File: src/rtl/vx_fetch_ibuf_if.sv
// Handshake bundle carrying one instruction-fetch response.
// The master drives valid and the payload; the slave drives ready.
interface vx_fetch_ibuf_if #(
  parameter int NW_WIDTH   = 4,
  parameter int XLEN       = 32,
  parameter int THREAD_CNT = 4,
  parameter int UUID_WIDTH = 44
);
  logic                  valid;
  logic                  ready;
  logic [NW_WIDTH-1:0]   wid;
  logic [XLEN-1:0]       PC;
  logic [THREAD_CNT-1:0] tmask;
  logic [31:0]           instr;
  logic [UUID_WIDTH-1:0] uuid;

  modport master (
    output valid, wid, PC, tmask, instr, uuid,
    input  ready
  );

  modport slave (
    input  valid, wid, PC, tmask, instr, uuid,
    output ready
  );
endinterface

File: src/rtl/vx_fetch_ibuf.sv
// Per-issue-slice instruction buffer between fetch and decode.
// Each slice owns a FIFO; a round-robin arbiter drains the heads to decode
// and every drained entry pulses ibuf_pop[slice] to return a fetch credit.
module vx_fetch_ibuf #(
  parameter int ISSUE_CNT  = 4,
  parameter int WARP_CNT   = 16,
  parameter int THREAD_CNT = 4,
  parameter int DEPTH      = 4,
  parameter int XLEN       = 32,
  parameter int UUID_WIDTH = 44,
  parameter int NW_WIDTH   = (WARP_CNT > 1) ? $clog2(WARP_CNT) : 1
) (
  input  logic                  clk,
  input  logic                  reset,
  vx_fetch_ibuf_if.slave        in_if,
  vx_fetch_ibuf_if.master       out_if,
  output logic [ISSUE_CNT-1:0]  ibuf_pop
);

  localparam int ISW_W = (ISSUE_CNT > 1) ? $clog2(ISSUE_CNT) : 1;
  localparam int PTR_W = $clog2(DEPTH);
  localparam int ENT_W = NW_WIDTH + XLEN + THREAD_CNT + 32 + UUID_WIDTH;
  localparam logic [PTR_W:0] FULL_CNT = (PTR_W + 1)'(DEPTH);

  // Slice that owns a warp: warps are striped across slices modulo ISSUE_CNT.
  function automatic logic [ISW_W-1:0] wid_to_isw(input logic [NW_WIDTH-1:0] wid);
    return ISW_W'(32'(wid) % 32'(ISSUE_CNT));
  endfunction

  // Slice index base+off with wrap-around at ISSUE_CNT.
  function automatic logic [ISW_W-1:0] slice_add(input logic [ISW_W-1:0] base,
                                                 input int unsigned      off);
    return ISW_W'((32'(base) + off) % 32'(ISSUE_CNT));
  endfunction

  // Storage is payload only; it carries no reset.
  logic [ENT_W-1:0] mem [ISSUE_CNT][DEPTH];

  logic [PTR_W-1:0] rptr [ISSUE_CNT];
  logic [PTR_W-1:0] wptr [ISSUE_CNT];
  logic [PTR_W:0]   cnt  [ISSUE_CNT];
  logic [ISW_W-1:0] rr_ptr;

  logic [ISSUE_CNT-1:0] empty;
  logic [ISSUE_CNT-1:0] full;
  logic [ISSUE_CNT-1:0] push_sel;
  logic [ISW_W-1:0]     push_isw;
  logic                 push;
  logic [ISW_W-1:0]     grant;
  logic                 found;
  logic                 fire;
  logic [ENT_W-1:0]     in_entry;
  logic [ENT_W-1:0]     head;

  // Per-slice occupancy flags decoded from the registered counts.
  always_comb begin
    empty = '0;
    full  = '0;
    for (int i = 0; i < ISSUE_CNT; i++) begin
      empty[i] = (cnt[i] == '0);
      full[i]  = (cnt[i] == FULL_CNT);
    end
  end

  // Push side: ready depends only on the target slice's registered fullness,
  // so a slice that pops this cycle still refuses a push while full.
  assign push_isw     = wid_to_isw(in_if.wid);
  assign in_if.ready  = ~full[push_isw];
  assign push         = in_if.valid & in_if.ready;
  assign in_entry     = {in_if.wid, in_if.PC, in_if.tmask, in_if.instr, in_if.uuid};

  // One-hot push select per slice.
  always_comb begin
    push_sel = '0;
    if (push) push_sel[push_isw] = 1'b1;
  end

  // Round-robin grant: first non-empty slice starting at rr_ptr.
  always_comb begin
    grant = '0;
    found = 1'b0;
    for (int i = 0; i < ISSUE_CNT; i++) begin
      if (!found && !empty[slice_add(rr_ptr, i)]) begin
        grant = slice_add(rr_ptr, i);
        found = 1'b1;
      end
    end
  end

  // Output side: head of the granted slice, valid whenever any slice holds data.
  assign head            = mem[grant][rptr[grant]];
  assign out_if.valid    = found;
  assign {out_if.wid, out_if.PC, out_if.tmask, out_if.instr, out_if.uuid} = head;
  assign fire            = found & out_if.ready;

  // Credit return pulse in the same cycle as the decode handshake.
  always_comb begin
    ibuf_pop = '0;
    if (fire) ibuf_pop[grant] = 1'b1;
  end

  // Pointer, count and arbiter state; reset discards every queued entry.
  always_ff @(posedge clk) begin
    if (reset) begin
      for (int i = 0; i < ISSUE_CNT; i++) begin
        rptr[i] <= '0;
        wptr[i] <= '0;
        cnt[i]  <= '0;
      end
      rr_ptr <= '0;
    end else begin
      for (int i = 0; i < ISSUE_CNT; i++) begin
        if (push_sel[i]) wptr[i] <= wptr[i] + 1'b1;
        if (ibuf_pop[i]) rptr[i] <= rptr[i] + 1'b1;
        case ({push_sel[i], ibuf_pop[i]})
          2'b10:   cnt[i] <= cnt[i] + 1'b1;
          2'b01:   cnt[i] <= cnt[i] - 1'b1;
          default: cnt[i] <= cnt[i];
        endcase
      end
      // With a single slice slice_add always yields 0, so rr_ptr stays 0.
      if (fire) rr_ptr <= slice_add(grant, 1);
    end
  end

  // Payload write into the target slice at its write pointer.
  always_ff @(posedge clk) begin
    if (push) mem[push_isw][wptr[push_isw]] <= in_entry;
  end

  // Fetch's pending-credit counters must keep it from offering to a full slice.
  always_ff @(posedge clk) begin
    if (!reset) begin
      assert (!(in_if.valid && !in_if.ready))
        else $error("vx_fetch_ibuf: credit-protocol violation, push offered to full slice");
    end
  end

endmodule
File: src/flat_wrapper.sv
// flat-port wrapper written by rule: the top's interface ports become plain ports
module vx_fetch_ibuf_flat 
#(
  parameter int ISSUE_CNT  = 4,
  parameter int WARP_CNT   = 16,
  parameter int THREAD_CNT = 4,
  parameter int DEPTH      = 4,
  parameter int XLEN       = 32,
  parameter int UUID_WIDTH = 44,
  parameter int NW_WIDTH   = (WARP_CNT > 1) ? $clog2(WARP_CNT) : 1
)
  (clk, reset, ibuf_pop, in_if_valid, in_if_wid, in_if_PC, in_if_tmask, in_if_instr, in_if_uuid, in_if_ready, out_if_valid, out_if_wid, out_if_PC, out_if_tmask, out_if_instr, out_if_uuid, out_if_ready);
  vx_fetch_ibuf_if #(.NW_WIDTH(NW_WIDTH), .XLEN(XLEN), .THREAD_CNT(THREAD_CNT), .UUID_WIDTH(UUID_WIDTH)) in_if_i ();
  vx_fetch_ibuf_if #(.NW_WIDTH(NW_WIDTH), .XLEN(XLEN), .THREAD_CNT(THREAD_CNT), .UUID_WIDTH(UUID_WIDTH)) out_if_i ();
  input  logic clk;
  input  logic reset;
  output logic [ISSUE_CNT-1:0] ibuf_pop;
  input wire logic [$bits(in_if_i.valid)-1:0] in_if_valid;
  input wire logic [$bits(in_if_i.wid)-1:0] in_if_wid;
  input wire logic [$bits(in_if_i.PC)-1:0] in_if_PC;
  input wire logic [$bits(in_if_i.tmask)-1:0] in_if_tmask;
  input wire logic [$bits(in_if_i.instr)-1:0] in_if_instr;
  input wire logic [$bits(in_if_i.uuid)-1:0] in_if_uuid;
  output wire logic [$bits(in_if_i.ready)-1:0] in_if_ready;
  output wire logic [$bits(out_if_i.valid)-1:0] out_if_valid;
  output wire logic [$bits(out_if_i.wid)-1:0] out_if_wid;
  output wire logic [$bits(out_if_i.PC)-1:0] out_if_PC;
  output wire logic [$bits(out_if_i.tmask)-1:0] out_if_tmask;
  output wire logic [$bits(out_if_i.instr)-1:0] out_if_instr;
  output wire logic [$bits(out_if_i.uuid)-1:0] out_if_uuid;
  input wire logic [$bits(out_if_i.ready)-1:0] out_if_ready;
  assign in_if_i.valid = in_if_valid;
  assign in_if_i.wid = in_if_wid;
  assign in_if_i.PC = in_if_PC;
  assign in_if_i.tmask = in_if_tmask;
  assign in_if_i.instr = in_if_instr;
  assign in_if_i.uuid = in_if_uuid;
  assign in_if_ready = in_if_i.ready;
  assign out_if_valid = out_if_i.valid;
  assign out_if_wid = out_if_i.wid;
  assign out_if_PC = out_if_i.PC;
  assign out_if_tmask = out_if_i.tmask;
  assign out_if_instr = out_if_i.instr;
  assign out_if_uuid = out_if_i.uuid;
  assign out_if_i.ready = out_if_ready;
  vx_fetch_ibuf #(.ISSUE_CNT(ISSUE_CNT), .WARP_CNT(WARP_CNT), .THREAD_CNT(THREAD_CNT), .DEPTH(DEPTH), .XLEN(XLEN), .UUID_WIDTH(UUID_WIDTH), .NW_WIDTH(NW_WIDTH)) u_core (.clk(clk), .reset(reset), .in_if(in_if_i), .out_if(out_if_i), .ibuf_pop(ibuf_pop));
endmodule
File: config.mk
export PLATFORM = sky130hd
export DESIGN_NAME = vx_fetch_ibuf_flat
export DESIGN_NICKNAME = d
export VERILOG_FILES = /design/src/rtl/vx_fetch_ibuf_if.sv /design/src/rtl/vx_fetch_ibuf.sv /design/src/flat_wrapper.sv
export SDC_FILE = /design/constraint.sdc
export NUM_CORES = 2
export LEC_CHECK = 0
export BUFFER_PORTS_ARGS = -buffer_cell sky130_fd_sc_hd__buf_4
export CORE_ASPECT_RATIO = 0.75
export CORE_MARGIN = 2
export CORE_UTILIZATION = 35
export CTS_BUF_LIST = sky130_fd_sc_hd__clkbuf_8 sky130_fd_sc_hd__clkbuf_16
export CTS_CLUSTER_SIZE = 40
export DETAILED_ROUTE_END_ITERATION = 8
export RECOVER_POWER = 50
export SLEW_MARGIN = 20
export SYNTH_ARGS = -nofsm -noshare
export SYNTH_HDL_FRONTEND = slang
export SYNTH_SLANG_ARGS = --single-unit
File: constraint.sdc
create_clock -name clk -period 19.9 [get_ports clk]
set_input_delay 3.98 -clock clk [delete_from_list [all_inputs] [get_ports clk]]
set_output_delay 3.98 -clock clk [all_outputs]
set_load 0.01 [all_outputs]
# Word-level counts from Yosys, hierarchy flattened
# Memories as Yosys holds them, arrays and structs flattened.
# Index checks and enable logic that the tools add are counted.
# op_classes
addsub	20
n_mul	0
n_div	0
order_cmp	11
n_eq_ne	12
shifts	0
muxes	113
n_bitwise	25
n_reduce_logical	19
# op_table
operator	n
2-to-1 mux 464 bit	1
2-to-1 mux 116 bit	3
binary-select mux 116 bit (select 2 bit)	1
demux 116 bit (select 2 bit)	1
2-to-1 mux 1 bit	74
2-to-1 mux 3 bit	12
2-to-1 mux 2 bit	12
adder 2 x 1 -> 2 bit, second input constant	10
bitwise OR 1 bit	20
less-than comparator 2 x 3 -> 1 bit, second input constant	6
adder 3 x 1 -> 3 bit, second input constant	4
== test 3 bit, second input constant	4
logical NOT 3 bit	4
subtractor 3 x 1 -> 3 bit, second input constant	4
binary-select mux 1 bit (select 2 bit)	5
== test 2 x 1 -> 1 bit, second input constant	4
== test 2 bit, second input constant	4
2-to-1 mux 4 bit	2
OR reduction 2 bit	4
greater-or-equal comparator 3 bit, second input constant	2
logical AND 1 bit	6
NOT 2 -> 3 bit	2
logical NOT 1 bit	5
adder 2 bit, second input constant	2
5 further kinds	8
# totals
ff_bits	2
latchBits	0
ram_bits	1884
rom_bits	0
n_memories	4
# mem_list
name	words	width	read_ports	rd_clocked_by_memory_dff	wr	line	rtl
u_core.mem	4	464	1	0	1	vx_fetch_ibuf.sv:37	logic [ENT_W-1:0] mem [ISSUE_CNT][DEPTH];
u_core.cnt	4	3	4	0	4	vx_fetch_ibuf.sv:41	logic [PTR_W:0] cnt [ISSUE_CNT];
u_core.rptr	4	2	5	0	4	vx_fetch_ibuf.sv:39	logic [PTR_W-1:0] rptr [ISSUE_CNT];
u_core.wptr	4	2	5	0	4	vx_fetch_ibuf.sv:40	logic [PTR_W-1:0] wptr [ISSUE_CNT];

# Longest topological paths before layout
# logic_depth
depth_word	24
depth_mapped	18
depth_no_buf	15

# Worst setup path after synthesis
# No wires, ideal clock.
# synth_path
path_type	input-to-reg
start	in in_if_wid[0]
end	mem u_core.mem[0][348] (netlist bit) (enable)
arrival_time_ns	16.883
slack_ns	2.101
path_stages	4
n_path_buf	1
cell_sequence	buf_1 mux4_2 nor2_1 nor4b_1
# synth_between
elab_chain_len	7
elab_cells_between_ends	13
cone_classes	order compare (2); mux (6); bitwise (3); reduce/logical (1); memory (1)
# synth_rtl
item	line	rtl
start: declaration	flat_wrapper.sv:19	input wire logic [$bits(in_if_i.wid)-1:0] in_if_wid;
memory read (4 x 2 bit)	n/a	
NOT 2 -> 3 bit (implied by the code)	vx_fetch_ibuf.sv:128	if (push) mem[push_isw][wptr[push_isw]] <= in_entry;
greater-or-equal comparator 3 bit (implied by the code) or less-than comparator 3 x 1 -> 1 bit (tied branches)	vx_fetch_ibuf.sv:128	
logical AND 1 bit (implied by the code)	vx_fetch_ibuf.sv:128	
2-to-1 mux 116 bit (implied by the code)	vx_fetch_ibuf.sv:128	
demux 116 bit (select 2 bit)	vx_fetch_ibuf.sv:128	
2-to-1 mux 464 bit (implied by the code)	vx_fetch_ibuf.sv:128	
end: declaration	vx_fetch_ibuf.sv:37	
# Several ways; a longest one is shown, not always the timed one. The select of a mux whose other input is x is not followed.

==> out/results.ini <==
[run_status]
status = finished with violations
violations = max-capacitance violations, max-slew violations

[synthesis]
seq_area_frac_synth = 0.762
yosysWarnings = 0
yosysTopAreaCell = edfxtp_1
synthTopCellsByArea = edfxtp_1 76%, mux2_2 4.4%, a31oi_1 3.9%
synth_edf_count = 1884
synth.distinct_cells = 51
netlist_instances = 4408
async_flop_share = 0
postSynthAreaPerCell_um2 = 16.9
synth_nets = 4542
ys_ff_latch = 1886
synth_ff_type = edfxtp_1
syn-cell-area_mm2 = 0.0743
synth_top_area_frac = 0.762

[worst_setup_path]
endpoint = out_if_uuid[23]
rrSetupSlack_ns = 10.48
r2r_end = u_core.cnt[0][8]$_SDFFCE_PN0P_
critical_path.max_stage_delay_ns = 2.47
crit_path_top_delay_cell = and2_0
crit_fanout = 79
r2r_start = u_core.cnt[0][1]$_SDFFCE_PN0P_
end_kind = primary output
crit_top_cell = buf_4
r2r_cells = 14
crit_chain = or3_1, a211oi_1, or3_1, and2_0, mux2i_4, buf_4, buf_4, buf_4, mux2_2, mux2i_1, buf_4
crit_path_start_kind = flip-flop
worstPathArrival_ns = 11.44
crit_start = u_core.cnt[0][1]$_SDFFCE_PN0P_
cp_data_required_time_ns = 15.92
crit_type = flip-flop to primary output

[final_layout]
final_cell_count_no_fill = 7557
nets = 4708
layout_common_cells = 1884 x edfxtp_1, 476 x nand2_1, 466 x a31oi_1
final_common_cell = edfxtp_1
layout-drive-gt1-share = 0.166
area_growth_pct = 14.2

[grt]
grt_max_degree = 170
grt_pass1_vias = 41737
antenna_found_initial = 32
grt-ovfl-total = 0
grtUsageTotal = 0.185
grt_pass1_wl_um = 297000

[timing]
fmax_mhz = 64.9
tns_ns = 0
rsz0062_at_grt = no
setup_viol_count_final = 0
fin_crit_ns = 15.42
hold_violations = 0
drv_slew = 185
max_slew.worst_pin.slew_ns = 3.32
slew_headroom = -1.21
period_share = 0.775
skew_ns = 0.0268

[pwr]
netSwitchingFraction = 0.342
peakVddDrop_v = 0.000137
p_total_w = 0.0122
p_int_w = 0.00804
combPwrFrac = 0.351
p_switching_w = 0.00418
seqPwrFrac = 0.365
pwr-share-clk = 0.284
p_leak_nw = 27.7
p_per_area_mw_per_mm2 = 144

[clock_tree]
h-tree-depth = 4
post_cts_buffers = 0
cts_buffer_depth = 3
cts_resized = 0
clock_latency_ns = 0.83
root_buffer = clkbuf_16
cts.clk_slew.worst_paths_ns = 0.06
cts_hold_buf = 0
cts_tree = built
cts_made_buffers = 190
cts_sinks = 1886

[route]
vias_per_cell = 5.67
wl_per_cell_um = 27.1
ant_nets = 0
first_pass_iters = 9
drc_errors = 0
drtIter0Drc = 5724
via_count = 42883
drt_wl_total_um = 205000

[floorplan]
initial_core_util = 0.352
die_x_um = 536
core_area_mm2 = 0.211
die_h_um = 403
die_area_mm2 = 0.216
rows = 146
ios = 242

[placed_design]
portBuffers = 241
placed_cells = 7193
hpwlAfterDp_um = 101000
place_congestion = 0.733

[job]
maxCapViolCount = 5

[worst_hold_path]
hp-class = flip-flop to flip-flop

worst max-delay path: cells and delay by family (launching register included):
kind / cells / cell delay (ns)
muxes: 3 / 1.33
AOI/OAI and AO/OA: 1 / 0.48
DFF: 1 / 0.44
and+or+nand+nor: 3 / 5.43
buffers and inverters: 4 / 2.81
registers in the layout, indices dropped and copies added, names as in the netlist:
register       cells
u_core.cnt        12
u_core.mem      1856
u_core.rr_ptr      2
u_core.wptr        8
u_core.rptr        8
synth_stat cells (all sizes together), types with 2 or more instances:
cell	instances
edfxtp	1884
nand2	476
a31oi	466
mux2	349
clkbuf	268
mux2i	235
a222oi	232
a22oi	231
buf	89
nor3	35
nor2	28
inv	19
nand2b	14
ha	11
xnor2	8
a21oi	7
o21bai	4
a211oi	3
a22o	3
fa	3
nand3	3
nand4	3
nor2b	3
nor4	3
nor4b	3
or2	3
or3	3
xor2	3
a221oi	2
a32oi	2
dfxtp	2
mux4	2
o21ai	2
logic make-up after synthesis:
family                     Yosys count  synth area share
AOI/OAI and AO/OA                  959            0.0970
xor gates and xnor gates            11           0.00130
adders and majority gates           14           0.00266
buffers and inverters              376            0.0203
DFF                               1886             0.762
muxes                              586            0.0854
and+or+nand+nor                    576            0.0312
metrics by stage:
stage	util	hold WS, ns	worst slack [ns]	instance area (um2)
CTS	0.404	0.582	8.04	85300
floorplan	-	0.534	2.10	74300
global route	0.402	0.618	3.99	84800
finish	0.402	0.592	4.48	84800
global placement	0.375	0.570	8.99	79200
detailed placement	0.375	0.571	8.93	79200
cell type report:
class,instances,area (um2)
flip-flops and latches,1886,56600
diodes,11,27.5
multi-input cells,2146,16300
clock buffers,190,4750
repair buffers,331,2230
well taps,2812,3520
clock inverters,162,1300
fillers,19014,126000
inverters,19,71.3
worst min path at each step:
| stage | startpoint | endpoint | slack (ns) | cells after the start |
|---|---|---|---|---|
| final | u_core.rr_ptr[0]$_SDFFE_PP0P_ | u_core.rr_ptr[0]$_SDFFE_PP0P_ | 0.59 | 2 |
| after detailed placement | u_core.rr_ptr[0]$_SDFFE_PP0P_ | u_core.rr_ptr[0]$_SDFFE_PP0P_ | 0.57 | 2 |
| after global routing | u_core.rr_ptr[0]$_SDFFE_PP0P_ | u_core.rr_ptr[0]$_SDFFE_PP0P_ | 0.62 | 2 |
| after CTS | u_core.rr_ptr[0]$_SDFFE_PP0P_ | u_core.rr_ptr[0]$_SDFFE_PP0P_ | 0.58 | 2 |
| after global placement | u_core.rr_ptr[0]$_SDFFE_PP0P_ | u_core.rr_ptr[0]$_SDFFE_PP0P_ | 0.57 | 2 |
| after floorplan | u_core.rr_ptr[0]$_SDFFE_PP0P_ | u_core.rr_ptr[0]$_SDFFE_PP0P_ | 0.53 | 2 |
power by group through the flow:
stage                     logic, W  clock network, W  registers, W
final                      0.00429           0.00347       0.00446
after global routing       0.00460           0.00368       0.00446
after CTS                  0.00434           0.00354       0.00446
after detailed placement   0.00432                 0       0.00454
after global placement     0.00430                 0       0.00454
after floorplan            0.00260                 0       0.00455
metal layers:
| layer | vias to the layer above | track usage | part of all wire |
|---|---|---|---|
| li1 | 18407 | - | - |
| met1 | 22346 | 0.280 | 0.46 |
| met2 | 1830 | 0.277 | 0.45 |
| met3 | 278 | 0.0303 | 0.076 |
| met4 | 22 | 0.0439 | 0.017 |
| met5 | - | 0 | 0.00064 |
Note: power is estimated with default switching activity, not from simulation.
